File: src/rtl/osc_link_scheduler_if.sv
// osc_link_scheduler_if
// Host link bundle between the scheduler (master) and the host (slave).
//   clk_out  : link strobe, toggles once per byte presented (master -> slave)
//   data_out : link byte, 00h whenever link_oe is low       (master -> slave)
//   link_oe  : high while data_out is driven onto the bus   (master -> slave)
//   ack      : toggle acknowledge, asynchronous to clk      (slave -> master)
interface osc_link_scheduler_if;
    logic       clk_out;
    logic [7:0] data_out;
    logic       link_oe;
    logic       ack;

    modport master (output clk_out, output data_out, output link_oe, input ack);
    modport slave  (input clk_out, input data_out, input link_oe, output ack);
endinterface

File: src/rtl/osc_link_scheduler.sv
// osc_link_scheduler
// Two-channel round-robin frame scheduler onto a toggle-handshaked byte link.
// Frame: header {6'b101010, ch}, length byte, len payload bytes, and with
// LINK_CSUM_EN defined a trailing XOR checksum byte. Each byte is set up on
// data_out one cycle before clk_out toggles, then the host toggles ack.
// Parameters:
//   ACK_TIMEOUT : max clk cycles waiting for one ack toggle before abort
//   GAP_CYC     : idle cycles after every frame
// Ports:
//   clk, rst_n             : clock, asynchronous active-low reset
//   req_i[1:0]             : per-channel frame request (level)
//   len0_i, len1_i         : payload byte counts, sampled at grant
//   rd_en_o[1:0]           : one-cycle pull strobe to the granted source
//   rd_data0_i, rd_data1_i : source bytes, valid the cycle after rd_en_o
//   gnt_o[1:0]             : one-hot grant held for the whole frame
//   done_o / err_o         : one-cycle normal-end / timeout-abort pulses
//   link                   : host link bundle (master modport)
// Build option: LINK_CSUM_EN adds the checksum byte and its state.
module osc_link_scheduler #(
    parameter int ACK_TIMEOUT = 1023,
    parameter int GAP_CYC     = 2
) (
    input  logic                        clk,
    input  logic                        rst_n,
    input  logic [1:0]                  req_i,
    input  logic [7:0]                  len0_i,
    input  logic [7:0]                  len1_i,
    output logic [1:0]                  rd_en_o,
    input  logic [7:0]                  rd_data0_i,
    input  logic [7:0]                  rd_data1_i,
    output logic [1:0]                  gnt_o,
    output logic                        done_o,
    output logic                        err_o,
    osc_link_scheduler_if.master        link
);

    localparam int TW    = $clog2(ACK_TIMEOUT + 1);
    localparam int GAP_N = (GAP_CYC < 1) ? 1 : GAP_CYC;
    localparam int GW    = $clog2(GAP_N + 1);

    typedef enum logic [3:0] {
        S_IDLE, S_ARB, S_HDR, S_LEN, S_FETCH, S_LOAD, S_STROBE, S_WAIT_ACK,
`ifdef LINK_CSUM_EN
        S_CSUM,
`endif
        S_GAP
    } state_t;

    // Which byte of the frame is currently on the link.
    typedef enum logic [1:0] {
        PH_HDR, PH_LEN, PH_PAY
`ifdef LINK_CSUM_EN
        , PH_CSUM
`endif
    } phase_t;

    state_t          state_q;
    phase_t          phase_q;
    logic            sel_q;
    logic            last_q;
    logic [7:0]      cnt_q;
    logic [TW-1:0]   tmo_q;
    logic [GW-1:0]   gap_q;
    logic            abort_q;
    logic [1:0]      gnt_q;
    logic [1:0]      rd_en_q;
    logic            done_q;
    logic            err_q;
    logic            clk_out_q;
    logic [7:0]      data_q;
    logic            oe_q;
    logic            ack_s1_q;
    logic            ack_s2_q;
    logic            ack_ref_q;
`ifdef LINK_CSUM_EN
    logic [7:0]      csum_q;
`endif

    logic            sel_d;
    logic [7:0]      len_d;
    logic [7:0]      rd_byte;
    logic            ack_evt;
    logic            pay_done;

    // Tie goes to the channel not granted last; a lone requester always wins.
    assign sel_d    = (req_i == 2'b11) ? ~last_q : req_i[1];
    assign len_d    = sel_d ? len1_i : len0_i;
    assign rd_byte  = sel_q ? rd_data1_i : rd_data0_i;
    assign ack_evt  = (ack_s2_q != ack_ref_q);
    // The ack just seen closes the payload: either len was 0 (length byte
    // acked) or the last payload byte was acked.
    assign pay_done = ((phase_q == PH_LEN) && (cnt_q == 8'd0)) ||
                      ((phase_q == PH_PAY) && (cnt_q == 8'd1));

    assign gnt_o         = gnt_q;
    assign rd_en_o       = rd_en_q;
    assign done_o        = done_q;
    assign err_o         = err_q;
    assign link.clk_out  = clk_out_q;
    assign link.data_out = data_q;
    assign link.link_oe  = oe_q;

    always_ff @(posedge clk or negedge rst_n) begin
        if (!rst_n) begin
            state_q   <= S_IDLE;
            phase_q   <= PH_HDR;
            sel_q     <= 1'b0;
            last_q    <= 1'b1;
            cnt_q     <= 8'd0;
            tmo_q     <= '0;
            gap_q     <= '0;
            abort_q   <= 1'b0;
            gnt_q     <= 2'b00;
            rd_en_q   <= 2'b00;
            done_q    <= 1'b0;
            err_q     <= 1'b0;
            clk_out_q <= 1'b0;
            data_q    <= 8'h00;
            oe_q      <= 1'b0;
            ack_s1_q  <= 1'b0;
            ack_s2_q  <= 1'b0;
            ack_ref_q <= 1'b0;
`ifdef LINK_CSUM_EN
            csum_q    <= 8'h00;
`endif
        end else begin
            // Every event is consumed in the cycle it is seen; only WAIT_ACK
            // acts on it, so stray toggles elsewhere are simply dropped.
            ack_s1_q  <= link.ack;
            ack_s2_q  <= ack_s1_q;
            ack_ref_q <= ack_s2_q;
            rd_en_q   <= 2'b00;
            done_q    <= 1'b0;
            err_q     <= 1'b0;

            case (state_q)
                S_IDLE: begin
                    if (req_i != 2'b00) state_q <= S_ARB;
                end
                S_ARB: begin
                    if (req_i == 2'b00) begin
                        state_q <= S_IDLE;
                    end else begin
                        sel_q   <= sel_d;
                        last_q  <= sel_d;
                        gnt_q   <= sel_d ? 2'b10 : 2'b01;
                        cnt_q   <= len_d;
                        abort_q <= 1'b0;
                        state_q <= S_HDR;
                    end
                end
                S_HDR: begin
                    data_q  <= {6'b101010, 1'b0, sel_q};
                    oe_q    <= 1'b1;
                    phase_q <= PH_HDR;
`ifdef LINK_CSUM_EN
                    csum_q  <= {6'b101010, 1'b0, sel_q};
`endif
                    state_q <= S_STROBE;
                end
                S_LEN: begin
                    data_q  <= cnt_q;
                    phase_q <= PH_LEN;
`ifdef LINK_CSUM_EN
                    csum_q  <= csum_q ^ cnt_q;
`endif
                    state_q <= S_STROBE;
                end
                S_FETCH: begin
                    state_q <= S_LOAD;
                end
                S_LOAD: begin
                    data_q  <= rd_byte;
                    phase_q <= PH_PAY;
`ifdef LINK_CSUM_EN
                    csum_q  <= csum_q ^ rd_byte;
`endif
                    state_q <= S_STROBE;
                end
`ifdef LINK_CSUM_EN
                S_CSUM: begin
                    data_q  <= csum_q;
                    phase_q <= PH_CSUM;
                    state_q <= S_STROBE;
                end
`endif
                S_STROBE: begin
                    clk_out_q <= ~clk_out_q;
                    tmo_q     <= '0;
                    state_q   <= S_WAIT_ACK;
                end
                S_WAIT_ACK: begin
                    if (ack_evt) begin
                        if (phase_q == PH_PAY) cnt_q <= cnt_q - 8'd1;
                        if (phase_q == PH_HDR) begin
                            state_q <= S_LEN;
`ifdef LINK_CSUM_EN
                        end else if (phase_q == PH_CSUM) begin
                            oe_q    <= 1'b0;
                            data_q  <= 8'h00;
                            gap_q   <= '0;
                            state_q <= S_GAP;
`endif
                        end else if (pay_done) begin
`ifdef LINK_CSUM_EN
                            state_q <= S_CSUM;
`else
                            oe_q    <= 1'b0;
                            data_q  <= 8'h00;
                            gap_q   <= '0;
                            state_q <= S_GAP;
`endif
                        end else begin
                            rd_en_q <= gnt_q;
                            state_q <= S_FETCH;
                        end
                    end else if (tmo_q == TW'(ACK_TIMEOUT - 1)) begin
                        err_q   <= 1'b1;
                        abort_q <= 1'b1;
                        oe_q    <= 1'b0;
                        data_q  <= 8'h00;
                        gap_q   <= '0;
                        state_q <= S_GAP;
                    end else begin
                        tmo_q <= tmo_q + 1'b1;
                    end
                end
                S_GAP: begin
                    if (gap_q == GW'(GAP_N - 1)) begin
                        done_q  <= ~abort_q;
                        gnt_q   <= 2'b00;
                        state_q <= S_IDLE;
                    end else begin
                        gap_q <= gap_q + 1'b1;
                    end
                end
                default: state_q <= S_IDLE;
            endcase
        end
    end

endmodule

File: src/flat_wrapper.sv
// flat-port wrapper written by rule: the top's interface ports become plain ports
module osc_link_scheduler_flat 
#(
    parameter int ACK_TIMEOUT = 1023,
    parameter int GAP_CYC     = 2
)
  (clk, rst_n, req_i, len0_i, len1_i, rd_en_o, rd_data0_i, rd_data1_i, gnt_o, done_o, err_o, link_clk_out, link_data_out, link_link_oe, link_ack);
  osc_link_scheduler_if link_i ();
  input  logic clk;
  input  logic rst_n;
  input  logic [1:0] req_i;
  input  logic [7:0] len0_i;
  input  logic [7:0] len1_i;
  output logic [1:0] rd_en_o;
  input  logic [7:0] rd_data0_i;
  input  logic [7:0] rd_data1_i;
  output logic [1:0] gnt_o;
  output logic done_o;
  output logic err_o;
  output wire logic [$bits(link_i.clk_out)-1:0] link_clk_out;
  output wire logic [$bits(link_i.data_out)-1:0] link_data_out;
  output wire logic [$bits(link_i.link_oe)-1:0] link_link_oe;
  input wire logic [$bits(link_i.ack)-1:0] link_ack;
  assign link_clk_out = link_i.clk_out;
  assign link_data_out = link_i.data_out;
  assign link_link_oe = link_i.link_oe;
  assign link_i.ack = link_ack;
  osc_link_scheduler #(.ACK_TIMEOUT(ACK_TIMEOUT), .GAP_CYC(GAP_CYC)) u_core (.clk(clk), .rst_n(rst_n), .req_i(req_i), .len0_i(len0_i), .len1_i(len1_i), .rd_en_o(rd_en_o), .rd_data0_i(rd_data0_i), .rd_data1_i(rd_data1_i), .gnt_o(gnt_o), .done_o(done_o), .err_o(err_o), .link(link_i));
endmodule
File: config.mk
export PLATFORM = sky130hd
export DESIGN_NAME = osc_link_scheduler_flat
export DESIGN_NICKNAME = d
export VERILOG_FILES = /design/src/rtl/osc_link_scheduler_if.sv /design/src/rtl/osc_link_scheduler.sv /design/src/flat_wrapper.sv
export SDC_FILE = /design/constraint.sdc
export NUM_CORES = 1
export LEC_CHECK = 0
export BUFFER_PORTS_ARGS = -buffer_cell sky130_fd_sc_hd__buf_2
export CORE_AREA = 2 2 66 130
export CTS_BUF_LIST = sky130_fd_sc_hd__clkbuf_4 sky130_fd_sc_hd__clkbuf_8
export CTS_CLUSTER_SIZE = 30
export DETAILED_ROUTE_END_ITERATION = 6
export DIE_AREA = 0 0 68 132
export PLACE_DENSITY = 0.64
export SLEW_MARGIN = 40
export SYNTH_ARGS = -nofsm -noshare
export SYNTH_HDL_FRONTEND = slang
export SYNTH_SLANG_ARGS = --single-unit
File: constraint.sdc
create_clock -name clk -period 1.83 [get_ports clk]
set_input_delay 0.549 -clock clk [delete_from_list [all_inputs] [get_ports clk]]
set_output_delay 0.549 -clock clk [all_outputs]
set_load 0.02 [all_outputs]
# [After elaboration in Yosys (flattened, before gate mapping)]
# Cells that the tools add are included.
[totals] mem_count=0 input_bits=37 ramBits=0 output_inout_bits=16 rom_bits=0 word_cells=129 latchBits=0 regBits=48
[op_classes] n_reduce_logical=25 n_bitwise=4 n_mul=0 eq_ne=27 div=0 n_mux=52 magnitude_cmp=0 add_sub_neg=3 shift=0
[op_table] operator="$mux W8" count=9
[op_table] operator="$pmux W8 S4" count=1
[op_table] operator="$pmux W4 S7" count=1
[op_table] operator="$mux W2" count=13
[op_table] operator="$mux W4" count=6
[op_table] operator="$mux W10" count=2
[op_table] operator="$pmux W10 S2" count=1
[op_table] operator="$eq A4 B3 Y1 const B" count=4
[op_table] operator="$pmux W8 S2" count=1
[op_table] operator="$reduce_and A4 Y1" count=4
[op_table] operator="$mux W1" count=13
[op_table] operator="$reduce_bool A2 Y1" count=6
[op_table] operator="$add A10 B1 Y10 const B" count=1
[op_table] operator="$eq A10 B10 Y1 const B" count=1
[op_table] operator="$ne A2 B1 Y1 const B" count=5
[op_table] operator="$reduce_and A3 Y1" count=3
[op_table] operator="$eq A4 B2 Y1 const B" count=2
[op_table] operator="$eq A8 B1 Y1 const B" count=1
[op_table] operator="$logic_not A8 Y1" count=1
[op_table] operator="$ne A2 B2 Y1 const B" count=4
[op_table] operator="$pmux W2 S2" count=2
[op_table] operator="$sub A8 B1 Y8 const B" count=1
[op_table] operator="$ne A3 B3 Y1 const B" count=2
[op_table] operator="$pmux W2 S3" count=1
[op_table] operator="other kinds (18)" count=26

# [Depth between registers and ports, before layout]
[depth] depth_word=7 depth_mapped=7 ltp_nobuf=6

# [Worst setup path after synthesis]
# OpenSTA, ideal clock, no wires.
[synth_timing] path_type="flip-flop to flip-flop" start="register u_core.tmo_q[0]" end="register u_core.data_q[0], in the netlist u_core.link.data_out[0]" synth_period_minus_slack_ns=1.807 n_path_buf=0 setup_ns=0.128 t_required_ns=1.702 stages_incl_launch_ff=7 path_slack_ns=0.023 arrival_time_ns=1.679 cell_sequence="dfrtp_1 -> inv_1 -> ha_1 -> nand3_1 -> o311ai_4 -> o211a_2 -> mux2_1"
[synth_via] elab_chain_len=3
[synth_rtl] item="start: declaration" line="osc_link_scheduler.sv:62" text="logic [TW-1:0] tmo_q;"
[synth_rtl] item="start signal: assignment" line="osc_link_scheduler.sv:225" text="tmo_q <= tmo_q + 1'b1;"
[synth_rtl] item="$eq A10 B10 Y1" line="osc_link_scheduler.sv:217" text="end else if (tmo_q == TW'(ACK_TIMEOUT - 1)) begin"
[synth_rtl] item="$ne A3 B1 Y1 (no line)"
[synth_rtl] item="$reduce_and A4 Y1 (no line)"
[synth_rtl] item="end signal: assignment" line="osc_link_scheduler.sv:153" text="data_q <= {6'b101010, 1'b0, sel_q};"
[synth_rtl] item="end signal: assignment" line="osc_link_scheduler.sv:162" text="data_q <= cnt_q;"
[synth_rtl] item="end signal: assignment" line="osc_link_scheduler.sv:173" text="data_q <= rd_byte;"
[synth_rtl] item="end: declaration" line="osc_link_scheduler.sv:70" text="logic [7:0] data_q;"
# No other way between the ends.
# A chain may end at the register's enable or synchronous reset.

# [Worst setup path after layout]
[layout_timing] start="register u_core.cnt_q[0]" end="register u_core.data_q[0], in the netlist u_core.link.data_out[0]"
[layout_via] elab_chain_len=5
[layout_rtl] item="start: declaration" line="osc_link_scheduler.sv:61" text="logic [7:0] cnt_q;"
[layout_rtl] item="start signal: assignment" line="osc_link_scheduler.sv:147" text="cnt_q <= len_d;"
[layout_rtl] item="start signal: assignment" line="osc_link_scheduler.sv:194" text="if (phase_q == PH_PAY) cnt_q <= cnt_q - 8'd1;"
[layout_rtl] item="$eq A8 B1 Y1 or $logic_not A8 Y1 (tied branches)" line="osc_link_scheduler.sv:93, osc_link_scheduler.sv:92"
[layout_rtl] item="$logic_and A1 B1 Y1, on equally long branches" line="osc_link_scheduler.sv:93, osc_link_scheduler.sv:92"
[layout_rtl] item="$logic_or A1 B1 Y1" line="osc_link_scheduler.sv:92" text="assign pay_done = ((phase_q == PH_LEN) && (cnt_q == 8'd0)) ||"
[layout_rtl] item="$ne A3 B3 Y1 (no line)"
[layout_rtl] item="$reduce_and A4 Y1 (no line)"
# Parallel ways exist; a longest one is shown, timed or not.

==> run_results.csv <==
group,metric,value,unit
placed_design,dp_cells,443,
drt,drt-vias-per-instance,5.344,
synth,async_flop_share,100.0,%
synth,syn_inst,271,
drt,routed_wl,7372,µm
finish,layout_commonest_cell,"buf_2",
finish,antenna_cells,0,
synth,synth_seq_cells,48,
floorplan,die_height,132,µm
synth,yosysUniqueCellTypes,62,
placed_design,io_buffers,52,
finish,synthToLayoutAreaGrowth,29.39,%
floorplan,die_x,68,µm
timing,rsz0062_at_grt,"true",
clocking,clock_path_buffers,2,
finish,drive_gt1_share,36.67,%
global_route,grt_overflow,0,
setup_path,r2r-start,"u_core.cnt_q[0]$_DFFE_PN0P_",
synth,ys.flop_type,"dfrtp_1",
outcome,status,"completed",
timing,setup_viol,0,
timing,fin_crit_sh,97.14,%
clocking,cts_made_buffers,5,
setup_path,critical_path_class,"flip-flop to flip-flop",
setup_path,timing.rr.end,"u_core.link.data_out[0]$_DFFE_PN0P_",
global_route,grt_usage,17.48,%
job,cap_violations,0,
timing,fin_skew,13.44,ps
finish,fin_area,0.003531,mm²
synth,synth-xor-area-share,1.238,%
drt,drt-pass1-iter-count,5,
synth,synth-compound-area-share,22.60,%
synth,yosys.area.top_type,"dfrtp_1",
synth,syn_avg_cell_area,10.07,µm²
synth,synth-simple-area-share,18.43,%
power,power.density,1451,mW/mm²
synth,synthAdderAreaFrac,2.751,%
drt,detail_route.wl_per_cell,16.17,µm
power,vdd.ir_drop.worst,0.5457,mV
floorplan,coreArea,0.007943,mm²
global_route,antenna_found_initial,0,
finish,fillers,798,
finish,nNetsFinal,402,
finish,layout.cells.non_filler,456,
floorplan,start_util,34.36,%
power,power,5.123,mW
synth,synth_top_area_share,43.10,%
floorplan,dieArea,0.008976,mm²
synth,synth_top_family_by_area,"compound AO/OA/AOI/OAI gates",
timing,finalSetupTns,0,ps
setup_path,cp_data_required_time,2040,ps
setup_path,crit_arrival,1990,ps
setup_path,rrSetupSlack,50,ps
clocking,cts_max_level,2,
placed_design,dp_hpwl,5695,µm
clocking,clk_pin_slew,90,ps
timing,max-slew-margin-rel,59.02,%
setup_path,slowest_delay,400,ps
setup_path,crit_slowest_cell,"dfrtp_1",
timing,finalCriticalPeriod,1778,ps
timing,maxSlewViolCount,0,
timing,finalHoldViolCount,0,
floorplan,io_pins,53,
setup_path,startpoint_type,"flip-flop",
timing,max_freq,0.5625,GHz
synth,yosysSeqAreaShare,44.06,%
clocking,clk_latency,310,ps
setup_path,crit_chain,"inv_2 -> ha_1 -> and3b_1 -> o2111a_2 -> o211a_4 -> mux2_4",
drt,ant_nets,0,
setup_path,worst-path-max-fanout,5,
finish,final_cell_mix,"buf_2 (52), dfrtp_1 (47), buf_4 (40)",
global_route,grt_pass1_vias,2468,
setup_path,rr_worst_depth,6,
placed_design,place_congestion,0.8227,
placed_design,place_area,0.003342,mm²
drt,drt_drc_violations_left,0,
timing,hold_ws,200.6,ps
synth,synth_edf_count,0,
power,leakage,1.633,nW
clocking,cts_tree,"built",
drt,num_vias,2437,
synth,ys_warn_count,0,
floorplan,num_rows,46,
global_route,grt_pass1_wl,11710,µm
synth,netlist_area,0.002729,mm²
hold_path,hold_class,"input port to async pin",
setup_path,cp-end-kind,"flip-flop",
clocking,cts.sinks,48,
synth,synth_area_leaders,"dfrtp_1 (43%), mux2i_1 (4.4%), a21oi_1 (4.0%), o21ai_0 (3.3%), ha_1 (2.8%)",
drt,drt-initial-drc-count,81,
synth,synth_nets,314,
clocking,clockRootBuffer,"clkbuf_8",
timing,worst_slew_pin_slew,606.1,ps
synth,synth_mux_area_share,7.290,%
global_route,grt_max_degree,49,
-- cell usage after synthesis, drive strengths merged, types with 2 or more instances --
cell / number
and4: 3
a31oi: 3
a32oi: 2
a211oi: 2
nand2: 9
and4b: 2
nand2b: 3
a21boi: 2
ha: 6
a22oi: 9
buf: 6
nand3: 12
and3b: 3
and3: 4
and2: 4
inv: 9
nor2b: 6
nor4: 2
o31ai: 2
nor2: 17
xnor2: 2
clkbuf: 8
mux2: 7
mux2i: 12
nor3: 7
dfrtp: 47
nand3b: 2
or3: 6
a21oi: 22
o32a: 3
o22a: 5
nor4b: 2
o2111ai: 3
a21o: 3
o21ai: 19
-- routing by layer --
metal | up-vias | part of all wire [%] | global-route usage, % | wire length, µm
met5 | - | 0 | 0 | 0
met4 | 0 | 3.6 | 8.222 | 267
met3 | 18 | 3.1 | 3.245 | 232
met2 | 50 | 60 | 34.03 | 4437
met1 | 1176 | 33 | 15.91 | 2435
li1 | 1193 | - | - | -
-- critical path, delay by kind of cell, from the launching register on --
kind	cells	cell delay, ps
AO/OA/AOI/OAI	2	560
flip-flops	1	400
multiplexers	1	290
adder cells (fa/ha/maj)	1	190
AND/OR/NAND/NOR	1	170
buffers and inverters	1	50
-- worst max-delay path by stage --
stage	start	to	slack [ps]	cells past startpoint
after floorplan	u_core.tmo_q[0]$_DFFE_PN0P_	u_core.link.data_out[0]$_DFFE_PN0P_	20	6
after global placement	u_core.state_q[1]$_DFFE_PN0P_	u_core.cnt_q[0]$_DFFE_PN0P_	20	7
after detailed placement	u_core.tmo_q[0]$_DFFE_PN0P_	u_core.link.data_out[0]$_DFFE_PN0P_	-10	6
after CTS	u_core.cnt_q[1]$_DFFE_PN0P_	u_core.state_q[2]$_DFFE_PN0P_	0.7	7
after global routing	u_core.state_q[3]$_DFFE_PN0P_	u_core.tmo_q[9]$_DFFE_PN0P_	-30	6
final	u_core.cnt_q[0]$_DFFE_PN0P_	u_core.link.data_out[0]$_DFFE_PN0P_	50	6
-- per-stage QoR --
step | utilization (%) | setup slack, ps
CTS | 43.35 | 0.6961
detailed placement | 42.08 | -11.82
finish | 44.45 | 52.30
floorplan | - | 23.24
global route | 44.45 | -31.57
global placement | 42.08 | 24.75
-- sequential cells by signal, summed over array words and instances (netlist names) --
signal	count
u_core.ack_s2_q	1
u_core.last_q	1
u_core.done_o	1
u_core.ack_s1_q	1
u_core.link.data_out	8
u_core.cnt_q	8
u_core.gap_q	2
u_core.gnt_o	2
u_core.tmo_q	10
u_core.link.clk_out	1
u_core.state_q	4
u_core.abort_q	1
u_core.err_o	1
u_core.rd_en_o	2
u_core.sel_q	1
u_core.ack_ref_q	1
u_core.link.link_oe	1
u_core.phase_q	2
-- where the power goes --
| group | total (mW) | internal, mW | switching [mW] |
|---|---|---|---|
| logic | 2.82 | 1.30 | 1.52 |
| registers | 1.65 | 1.40 | 0.252 |
| clock network | 0.652 | 0.299 | 0.353 |
-- layout make-up --
class | count | area [µm²] | area share, %
Inverter | 9 | 33.78 | 0.9568
Multi-Input combinational cell | 200 | 1483 | 41.99
Clock inverter | 1 | 5.005 | 0.1417
Clock buffer | 7 | 83.83 | 2.374
Tap cell | 96 | 120.1 | 3.402
Sequential cell | 48 | 1202 | 34.05
Timing Repair Buffer | 95 | 603.1 | 17.08
-- cell families after synthesis --
| group | after synthesis |
|---|---|
| adder cells (fa/ha/maj) | 6 |
| flip-flops | 48 |
| buffers and inverters | 23 |
| AO/OA/AOI/OAI | 86 |
| XOR/XNOR | 3 |
| multiplexers | 19 |
| AND/OR/NAND/NOR | 86 |
-- what timing repair did --
item                       CTS  global route
hold buffers                 0             0
buffers inserted             1             4
setup endpoints to repair    4            21
resized for setup            1            16
pin swaps                    0             6
Power figures use the tool's default switching activity.
